**src/rtl/brush_painter_if.sv**
```systemverilog
// Frame buffer write port between the brush painter and the display arbiter.
// The painter holds fbWe/fbAddr/fbData stable until the arbiter grants the write.
interface brush_painter_if #(
    parameter int AW = 15
);
    logic          fbGrant;
    logic          fbWe;
    logic [AW-1:0] fbAddr;
    logic [2:0]    fbData;

    modport master (
        input  fbGrant,
        output fbWe,
        output fbAddr,
        output fbData
    );

    modport slave (
        output fbGrant,
        input  fbWe,
        input  fbAddr,
        input  fbData
    );
endinterface

```
**src/rtl/brush_painter.sv**
```systemverilog
// Brush stroke controller: queues (x,y) brush updates and paints a square
// of (brushSize+1)^2 pixels per update into the frame buffer.
module brush_painter #(
    parameter int WIDTH  = 160,
    parameter int HEIGHT = 120,
    parameter int AW     = 15,
    parameter int DEPTH  = 4
) (
    input  logic                 clk,
    input  logic                 reset,
    input  logic                 brushUpdate,
    input  logic [7:0]           x,
    input  logic [7:0]           y,
    input  logic                 updateConfig,
    input  logic [2:0]           newColorUpdate,
    input  logic [1:0]           brushSize,
    brush_painter_if.master      fb,
    output logic                 busy,
    output logic                 overflow
);

    localparam int PW = $clog2(DEPTH);
    localparam logic [PW:0] FULL_CNT = (PW+1)'(DEPTH);

    typedef enum logic [1:0] {
        IDLE,
        LOAD,
        PAINT
    } state_t;

    state_t        state_q, state_d;
    logic [15:0]   mem_q [DEPTH];
    logic [15:0]   mem_d [DEPTH];
    logic [PW-1:0] rd_q, rd_d;
    logic [PW-1:0] wr_q, wr_d;
    logic [PW:0]   cnt_q, cnt_d;
    logic [7:0]    cx_q, cx_d;
    logic [7:0]    cy_q, cy_d;
    logic [1:0]    dx_q, dx_d;
    logic [1:0]    dy_q, dy_d;
    logic [1:0]    size_q, size_d;
    logic [2:0]    col_q, col_d;
    logic [2:0]    color_q, color_d;
    logic          fb_we_q, fb_we_d;
    logic [AW-1:0] fb_addr_q, fb_addr_d;
    logic [2:0]    fb_data_q, fb_data_d;
    logic          busy_q, busy_d;

    logic          empty;
    logic          full;
    logic          pop;
    logic          push;
    logic          ovf;
    logic [8:0]    px;
    logic [8:0]    py;
    logic          inb;
    logic [AW-1:0] addr;

    always_comb begin
        state_d   = state_q;
        mem_d     = mem_q;
        rd_d      = rd_q;
        wr_d      = wr_q;
        cx_d      = cx_q;
        cy_d      = cy_q;
        dx_d      = dx_q;
        dy_d      = dy_q;
        size_d    = size_q;
        col_d     = col_q;
        fb_addr_d = fb_addr_q;
        fb_data_d = fb_data_q;
        pop       = 1'b0;

        empty   = (cnt_q == '0);
        full    = (cnt_q == FULL_CNT);
        color_d = updateConfig ? newColorUpdate : color_q;

        unique case (state_q)
            IDLE: begin
                if (!empty) begin
                    pop        = 1'b1;
                    {cx_d, cy_d} = mem_q[rd_q];
                    size_d     = brushSize;
                    col_d      = color_q;
                    dx_d       = 2'd0;
                    dy_d       = 2'd0;
                    state_d    = LOAD;
                end
            end
            LOAD: begin
                fb_data_d = col_q;
                state_d   = PAINT;
            end
            PAINT: begin
                // Clipped pixels advance without waiting for a grant.
                if (!fb_we_q || fb.fbGrant) begin
                    if (dx_q == size_q && dy_q == size_q) begin
                        state_d = IDLE;
                    end else if (dx_q == size_q) begin
                        dx_d = 2'd0;
                        dy_d = dy_q + 2'd1;
                    end else begin
                        dx_d = dx_q + 2'd1;
                    end
                end
            end
            default: state_d = IDLE;
        endcase

        px   = {1'b0, cx_q} + {7'd0, dx_d};
        py   = {1'b0, cy_q} + {7'd0, dy_d};
        inb  = (int'(px) < WIDTH) && (int'(py) < HEIGHT);
        addr = AW'(int'(py) * WIDTH + int'(px));

        fb_we_d = 1'b0;
        if (state_d == PAINT) begin
            fb_we_d   = inb;
            fb_addr_d = addr;
        end

        push = brushUpdate && (!full || pop);
        ovf  = brushUpdate && full && !pop;
        if (push) begin
            mem_d[wr_q] = {x, y};
            wr_d        = wr_q + PW'(1);
        end
        if (pop) begin
            rd_d = rd_q + PW'(1);
        end
        cnt_d = cnt_q + {{PW{1'b0}}, push} - {{PW{1'b0}}, pop};

        busy_d = (state_d != IDLE) || (cnt_d != '0);
    end

    always_ff @(posedge clk) begin
        if (reset) begin
            state_q   <= IDLE;
            mem_q     <= '{default: '0};
            rd_q      <= '0;
            wr_q      <= '0;
            cnt_q     <= '0;
            cx_q      <= '0;
            cy_q      <= '0;
            dx_q      <= '0;
            dy_q      <= '0;
            size_q    <= '0;
            col_q     <= '0;
            color_q   <= 3'b111;
            fb_we_q   <= 1'b0;
            fb_addr_q <= '0;
            fb_data_q <= '0;
            busy_q    <= 1'b0;
        end else begin
            state_q   <= state_d;
            mem_q     <= mem_d;
            rd_q      <= rd_d;
            wr_q      <= wr_d;
            cnt_q     <= cnt_d;
            cx_q      <= cx_d;
            cy_q      <= cy_d;
            dx_q      <= dx_d;
            dy_q      <= dy_d;
            size_q    <= size_d;
            col_q     <= col_d;
            color_q   <= color_d;
            fb_we_q   <= fb_we_d;
            fb_addr_q <= fb_addr_d;
            fb_data_q <= fb_data_d;
            busy_q    <= busy_d;
        end
    end

    assign fb.fbWe   = fb_we_q;
    assign fb.fbAddr = fb_addr_q;
    assign fb.fbData = fb_data_q;
    assign busy      = busy_q;
    assign overflow  = ovf && !reset;

endmodule

```
**src/flat_wrapper.sv**
```systemverilog
// flat-port wrapper written by rule: the top's interface ports become plain ports
module brush_painter_flat 
#(
    parameter int WIDTH  = 160,
    parameter int HEIGHT = 120,
    parameter int AW     = 15,
    parameter int DEPTH  = 4
)
  (clk, reset, brushUpdate, x, y, updateConfig, newColorUpdate, brushSize, busy, overflow, fb_fbGrant, fb_fbWe, fb_fbAddr, fb_fbData);
  brush_painter_if #(.AW(AW)) fb_i ();
  input  logic clk;
  input  logic reset;
  input  logic brushUpdate;
  input  logic [7:0] x;
  input  logic [7:0] y;
  input  logic updateConfig;
  input  logic [2:0] newColorUpdate;
  input  logic [1:0] brushSize;
  output logic busy;
  output logic overflow;
  input wire logic [$bits(fb_i.fbGrant)-1:0] fb_fbGrant;
  output wire logic [$bits(fb_i.fbWe)-1:0] fb_fbWe;
  output wire logic [$bits(fb_i.fbAddr)-1:0] fb_fbAddr;
  output wire logic [$bits(fb_i.fbData)-1:0] fb_fbData;
  assign fb_i.fbGrant = fb_fbGrant;
  assign fb_fbWe = fb_i.fbWe;
  assign fb_fbAddr = fb_i.fbAddr;
  assign fb_fbData = fb_i.fbData;
  brush_painter #(.WIDTH(WIDTH), .HEIGHT(HEIGHT), .AW(AW), .DEPTH(DEPTH)) u_core (.clk(clk), .reset(reset), .brushUpdate(brushUpdate), .x(x), .y(y), .updateConfig(updateConfig), .newColorUpdate(newColorUpdate), .brushSize(brushSize), .fb(fb_i), .busy(busy), .overflow(overflow));
endmodule
```
**config.mk**
```make
export PLATFORM = sky130hd
export DESIGN_NAME = brush_painter_flat
export DESIGN_NICKNAME = d
export VERILOG_FILES = /design/src/rtl/brush_painter_if.sv /design/src/rtl/brush_painter.sv /design/src/flat_wrapper.sv
export SDC_FILE = /design/constraint.sdc
export NUM_CORES = 1
export LEC_CHECK = 0
export CORE_MARGIN = 3
export CORE_UTILIZATION = 37
export DETAILED_ROUTE_END_ITERATION = 10
export GPL_TIMING_DRIVEN = 1
export PLACE_DENSITY_LB_ADDON = 0.25
export SLEW_MARGIN = 40
export SYNTH_ARGS = -nofsm -noshare
export SYNTH_HDL_FRONTEND = slang
export SYNTH_SLANG_ARGS = --single-unit
export TNS_END_PERCENT = 1
```
**constraint.sdc**
```tcl
create_clock -name clk -period 5.98 [get_ports clk]
set_input_delay 0.897 -clock clk [delete_from_list [all_inputs] [get_ports clk]]
set_output_delay 0.897 -clock clk [all_outputs]
set_load 0.02 [all_outputs]
```
======== After elaboration in Yosys (flattened, before gate mapping) ========
Index checks and enable logic that the tools add are counted.
storage, ports and cells
  logic and storage cells ................. 86
  bits of input ports ..................... 26
  output and inout port bits .............. 21
  flip-flop bits (word level) ............. 121
cells by class
  multiply operators ...................... 1
  reductions and logical operators ........ 20
  bitwise gates (word level) .............. 4
  add/sub/neg operators ................... 9
  multiplexer cells ....................... 22
  $lt $le $gt $ge ......................... 5
  equality and inequality tests ........... 6
operator list
  operator                                                                       count
  64-bit bitwise mux                                                             1
  16-bit two-way mux                                                             3
  16-bit binary-select mux with 2-bit select                                     1
  16-bit demux with 2-bit select                                                 1
  2-bit two-way mux                                                              11
  8-bit by 2-bit adder with 9-bit output                                         2
  15-bit by 10-bit adder with 15-bit output                                      1
  9-bit by 3-bit multiplier with 10-bit output (second input constant)           1
  9-bit by 7-bit less-than comparator with 1-bit output (second input constant)  1
  9-bit by 8-bit less-than comparator with 1-bit output (second input constant)  1
  2-bit by 1-bit adder with 2-bit output (second input constant)                 4
  2-bit one-hot mux with 2 select lines                                          2
  1-bit logical AND                                                              7
  3-bit >= comparator (second input constant)                                    2
  2-bit inverter with 3-bit output                                               2
  2-bit one-hot mux with 3 select lines                                          1
  2-bit equality test                                                            2
  2-bit equality test (second input constant)                                    2
  1-bit logical NOT                                                              4
  3-bit by 1-bit adder with 3-bit output                                         1
  3-bit equality test (second input constant)                                    1
  3-bit logical NOT                                                              1
  1-bit logical OR                                                               3
  3-bit by 1-bit less-than comparator with 1-bit output (second input constant)  1
  other kinds (9)                                                                11

======== Depth between registers and ports, before layout ========
  depth in word-level cells ............... 9
  mapped depth ............................ 19
  mapped depth without buffers ............ 19

======== Least setup slack after synthesis ========
Ideal clock, no wire load.
  kind .................................... input to register
  start ................................... in fb_fbGrant
  end ..................................... reg u_core.fb_addr_q[14] (netlist: u_core.fb.fbAddr[14])
  arrival time ............................ 4.325 ns
  cell stages on the path ................. 19
  data required time ...................... 5.894 ns
  setup slack ............................. 1.569 ns
  setup time .............................. 0.086 ns
  buffers on the path ..................... 1
  path through ............................ nor2b_1 -> nor2b_1 -> nand3_1 -> xor2_1 -> nor2_1 -> ha_1 -> inv_1 -> fa_1 -> clkbuf_1 -> nor2_1 -> xor2_1 -> ha_1 -> fa_1 -> a21o_1 -> a21oi_1 -> xnor2_1 -> nand4_1 -> xnor2_1 -> a211oi_1
on the way
  longest elaborated chain between the ends .. 6
  elaborated cells on any way between the ends .. 12
  those cells by class .................... 3 x add/sub; 1 x mul; 1 x eq/ne; 6 x mux; 1 x reduce/logical
RTL lines
  what                                          line                  source
  start: declaration                            flat_wrapper.sv:21    input wire logic [$bits(fb_i.fbGrant)-1:0] fb_fbGrant;
  1-bit logical OR                              brush_painter.sv:96   if (!fb_we_q || fb.fbGrant) begin
  2-bit two-way mux                             brush_painter.sv:96
  2-bit one-hot mux with 2 select lines         brush_painter.sv:78   unique case (state_q)
  via u_core.dy_d[0]                            brush_painter.sv:40   logic [1:0] dy_q, dy_d;
  8-bit by 2-bit adder with 9-bit output        brush_painter.sv:111  py = {1'b0, cy_q} + {7'd0, dy_d};
  9-bit by 3-bit multiplier with 10-bit output  brush_painter.sv:113  addr = AW'(int'(py) * WIDTH + int'(px));
  15-bit by 10-bit adder with 15-bit output     brush_painter.sv:113
  end signal: assignment                        brush_painter.sv:167  fb_addr_q <= fb_addr_d;
  end: declaration                              brush_painter.sv:45   logic [AW-1:0] fb_addr_q, fb_addr_d;
The timed path passes the listed nets, and every way through them passes these cells.
A chain may end at the register's enable or synchronous reset.

======== Worst setup path in the final report ========
Same ends and word-level chain as after synthesis.

==> results.md <==
| Step | Quantity | Value |
| --- | --- | --- |
| sta | Final hold viol count | 0 |
| floorplanning | Chip width | 132 um |
| critical path | R2R Path Start | u_core.dx_q[0] |
| critical path | Number of gates on the worst path with buffers counted | 19 |
| critical path | Library cell contributing the largest single delay on the critical path | sky130_fd_sc_hd__fa_1 |
| final layout | Share of final-layout standard cells stronger than drive strength 1 | 0.0921 |
| critical path | Endpoint of the worst register-to-register path | u_core.fb.fbAddr[14] |
| pwr | Post-layout power | 0.00286 W |
| pwr | Maximum vdd drop | 0.000219 V |
| floorplanning | Die Footprint | 17300 um2 |
| critical path | Crit start category | input pin |
| cts | Number of levels the H-tree was split into | 4 |
| route | Routed WL per cell | 14.3 um |
| final layout | Most frequent standard cell in the layout excluding fill and tap cells | sky130_fd_sc_hd__nand2_1 |
| grt | Combined global-route utilization of all metal layers | 0.158 |
| place | Post-DP HPWL | 8.90 mm |
| synthesis | Yosys warns | 0 |
| cts | Longest Clk Path Bufs | 2 |
| final layout | Final antenna diode count | 0 |
| critical path | Max incr delay on CP | 0.48 ns |
| pwr | Pleak | 2.69 nW |
| final layout | Area added between synthesis and finish | 20.4% |
| final layout | Fin cells | 928 |
| final layout | Sequential cell area | 2420 um2 |
| route | DRT iter0 DRCs | 329 |
| critical path | Worst Path Arrival | 5.11 ns |
| outcome | Outcome | completed |
| sta | Tightest slew margin relative to the limit | 0.466 |
| place | Placed cell count | 896 |
| route | Vias per cell | 4.95 |
| cts | Setup repair bufs after CTS | 0 |
| floorplanning | Number of primary I/O pins | 47 |
| cts | Post-cts hold buffer count | 0 |
| synthesis | Avg Inst Size Synth | 8.65 um2 |
| synthesis | Number of synthesized flops with an enable pin | 0 |
| place | Count of port buffers added during placement | 46 |
| floorplanning | Site Rows | 45 |
| critical path | Register-to-Register Path Depth | 18 |
| grt | Vias in the first global route | 4440 |
| sta | TNS Setup | 0 ns |
| floorplanning | Starting utilization of the core area | 0.381 |
| route | Number of routed nets with antenna violations | 0 |
| sta | Final min period | 4.78 ns |
| route | Detailed-route via count | 4596 |
| critical path | Cells along the critical path | clkdlybuf4s50_1 > nor2b_1 > nor2b_1 > nand3_1 > xor2_1 > nor2_1 > ha_1 > inv_1 > fa_1 > nor2_1 > xor2_1 > ha_1 > fa_1 > a21o_1 > a21oi_1 > xnor2_1 > nand4_1 > xnor2_1 > a211oi_1 |
| sta | Max Slew Vio Count | 0 |
| final layout | Most frequent cells in the layout | sky130_fd_sc_hd__nand2_1, sky130_fd_sc_hd__dfxtp_1, sky130_fd_sc_hd__a21oi_1, sky130_fd_sc_hd__clkdlybuf4s50_1, sky130_fd_sc_hd__nor2_1 |
| critical path | Category of the most critical setup path | input pin to register |
| critical path | Worst path required time | 6.31 ns |
| flow run | Count of max-cap constraint violations | 0 |
| sta | Top achievable clock speed | 209 MHz |
| sta | Final setup skew | 0.00971 ns |
| pwr | Pwr per Cell Area | 407 nW/um2 |
| place | Final Wtd Congestion | 0.828 |
| sta | Setup violations, final | 0 |
| cts | Buffer type at the clock tree root | sky130_fd_sc_hd__clkbuf_16 |
| final layout | Net count, final | 762 |
| synthesis | #FFs+latches synth | 121 |
| final layout | Area taken by multi-input logic gates | 3180 um2 |
| floorplanning | Placeable core region | 15300 um2 |
| critical path | Largest fanout on the critical path | 7 |
| cts | Cts bufs inserted | 17 |
| cts | Number of clock sinks seen by CTS | 121 |
| place | Setup Slack @ Placement | 0.757 ns |
| route | Remaining routing DRC violations | 0 |
| critical path | Slack of the worst reg-to-reg path | 1.63 ns |
| grt | First-pass GRT wire length | 22.2 mm |
| critical path | Type of element capturing the critical path | register |
| worst hold path | Hold Crit Class | register to register |
| synthesis | Synthesized instance count | 675 |
| cts | Clock tree from TritonCTS | yes |
| synthesis | Synthesized net count | 733 |
| synthesis | Ys async rst share | 0 |
| cts | Latest clock arrival within the worst-skew pair | 0.41 ns |
| floorplanning | Die boundary height | 132 um |
| cts | # resized after CTS | 0 |
| synthesis | Synth cell types | 50 |
| grt | Initial antenna violation count | 0 |
| route | Total Wirelength | 13.3 mm |
| critical path | Top Family by Delay on Critical Path | adder cells |
| final layout | Filler instances | 1485 |
| synthesis | Proportion of synthesized chip area in sequential cells | 0.415 |
| cts | Reg clk slew, reported paths | 0.05 ns |
| sta | Pin slew with the least headroom to its limit | 0.801 ns |
| grt | Maximum number of pins on one net before global-route repair | 88 |
| route | First-pass iteration count of the detailed router | 4 |
| grt | Remaining global-route overflow | 0 |
| synthesis | Post-synth top flop | sky130_fd_sc_hd__dfxtp_1 |
| critical path | Endpoint of the worst setup timing path | u_core.fb.fbAddr[14] |
| sta | Unrepaired setup endpoints after global routing | no |
| sta | Setup ws final | 1.20 ns |
| synthesis | Mapped Area | 5840 um2 |
| sta | Period Utilization, post-route | 0.799 |
| critical path | Buffers plus inverters on the worst setup path | 2 |
| critical path | Worst setup startpoint | fb_fbGrant |
## worst min-delay path by stage
stage	start	to	slack, ns	depth (start not counted)
6_report	u_core.mem_q[30]	u_core.mem_q[30]	0.45	2
5_1_grt	u_core.mem_q[53]	u_core.mem_q[53]	0.47	2
2_1_floorplan	u_core.color_q[0]	u_core.col_q[0]	0.43	2
3_3_place_gp	u_core.mem_q[42]	u_core.mem_q[42]	0.44	2
3_5_place_dp	u_core.mem_q[23]	u_core.mem_q[23]	0.45	2
4_1_cts	u_core.mem_q[23]	u_core.mem_q[23]	0.45	2
## kinds of logic (layout without fill, tap and decap cells)
logic type / after synthesis / after routing / share of synthesized area
AOI/OAI and AO/OA: 126 / 126 / 0.120
xor gates and xnor gates: 32 / 32 / 0.0516
adders and majority gates: 32 / 32 / 0.0750
buffers and inverters: 54 / 96 / 0.0424
DFF: 121 / 121 / 0.415
muxes: 26 / 26 / 0.0788
and+or+nand+nor: 284 / 284 / 0.217
## cells in the mapped netlist, types with 5 or more instances
| cell type | number | area [um2] |
|---|---|---|
| sky130_fd_sc_hd__a211oi_1 | 10 | 75.1 |
| sky130_fd_sc_hd__a21o_1 | 6 | 45.0 |
| sky130_fd_sc_hd__a21oi_1 | 94 | 470 |
| sky130_fd_sc_hd__and3_1 | 7 | 43.8 |
| sky130_fd_sc_hd__buf_6 | 5 | 56.3 |
| sky130_fd_sc_hd__clkbuf_1 | 29 | 109 |
| sky130_fd_sc_hd__dfxtp_1 | 121 | 2420 |
| sky130_fd_sc_hd__fa_1 | 5 | 100 |
| sky130_fd_sc_hd__ha_1 | 27 | 338 |
| sky130_fd_sc_hd__inv_1 | 14 | 52.6 |
| sky130_fd_sc_hd__mux2i_1 | 10 | 100 |
| sky130_fd_sc_hd__mux4_2 | 16 | 360 |
| sky130_fd_sc_hd__nand2_1 | 185 | 694 |
| sky130_fd_sc_hd__nand3_1 | 6 | 30.0 |
| sky130_fd_sc_hd__nor2_1 | 40 | 150 |
| sky130_fd_sc_hd__nor2b_1 | 9 | 56.3 |
| sky130_fd_sc_hd__nor3_1 | 6 | 30.0 |
| sky130_fd_sc_hd__xnor2_1 | 16 | 140 |
| sky130_fd_sc_hd__xor2_1 | 14 | 123 |
## worst reg2reg max path, delay by kind of cell, from the launching register on
| family | cells | cell delay (ns) |
|---|---|---|
| xor gates and xnor gates | 4 | 0.76 |
| and+or+nand+nor | 5 | 0.74 |
| buffers and inverters | 1 | 0.06 |
| DFF | 1 | 0.36 |
| AOI/OAI and AO/OA | 4 | 0.89 |
| adders and majority gates | 4 | 1.44 |
## where the power goes
group,switching (W),internal (W)
clock,0.000362,0.000699
combinational,0.000457,0.000333
sequential,0.0000908,0.000919
## per-stage QoR
step / util / instance area, um2 / hold slack (ns)
floorplan: - / 5840 / 0.427
CTS: 0.459 / 7030 / 0.453
global placement: 0.418 / 6400 / 0.439
global route: 0.459 / 7030 / 0.472
finish: 0.459 / 7030 / 0.453
detailed placement: 0.418 / 6410 / 0.446
## area by class of cell
type | instances | area share
well taps | 211 | 0.0375
repair buffers | 50 | 0.0699
inverters | 14 | 0.00747
clock buffers | 22 | 0.0688
clock inverters | 10 | 0.0197
multi-input cells | 500 | 0.452
flip-flops and latches | 121 | 0.345
## per-layer routing
metal / track usage / wire length, um / vias to the layer above
li1: - / - / 2342
met1: 0.206 / 6030 / 2150
met2: 0.263 / 6500 / 96
met3: 0.0364 / 642 / 8
met4: 0.0420 / 82 / 0
met5: 0 / 0 / -
## state kept, by name (all words and copies together), names as in the netlist, 2 cells and up
name / cells
u_core.mem_q: 64
u_core.fb.fbAddr: 15
u_core.cx_q: 8
u_core.cy_q: 8
u_core.cnt_q: 3
u_core.col_q: 3
u_core.color_q: 3
u_core.fb.fbData: 3
u_core.dx_q: 2
u_core.dy_q: 2
u_core.rd_q: 2
u_core.size_q: 2
u_core.state_q: 2
u_core.wr_q: 2
Note: power is estimated with default switching activity, not from simulation.
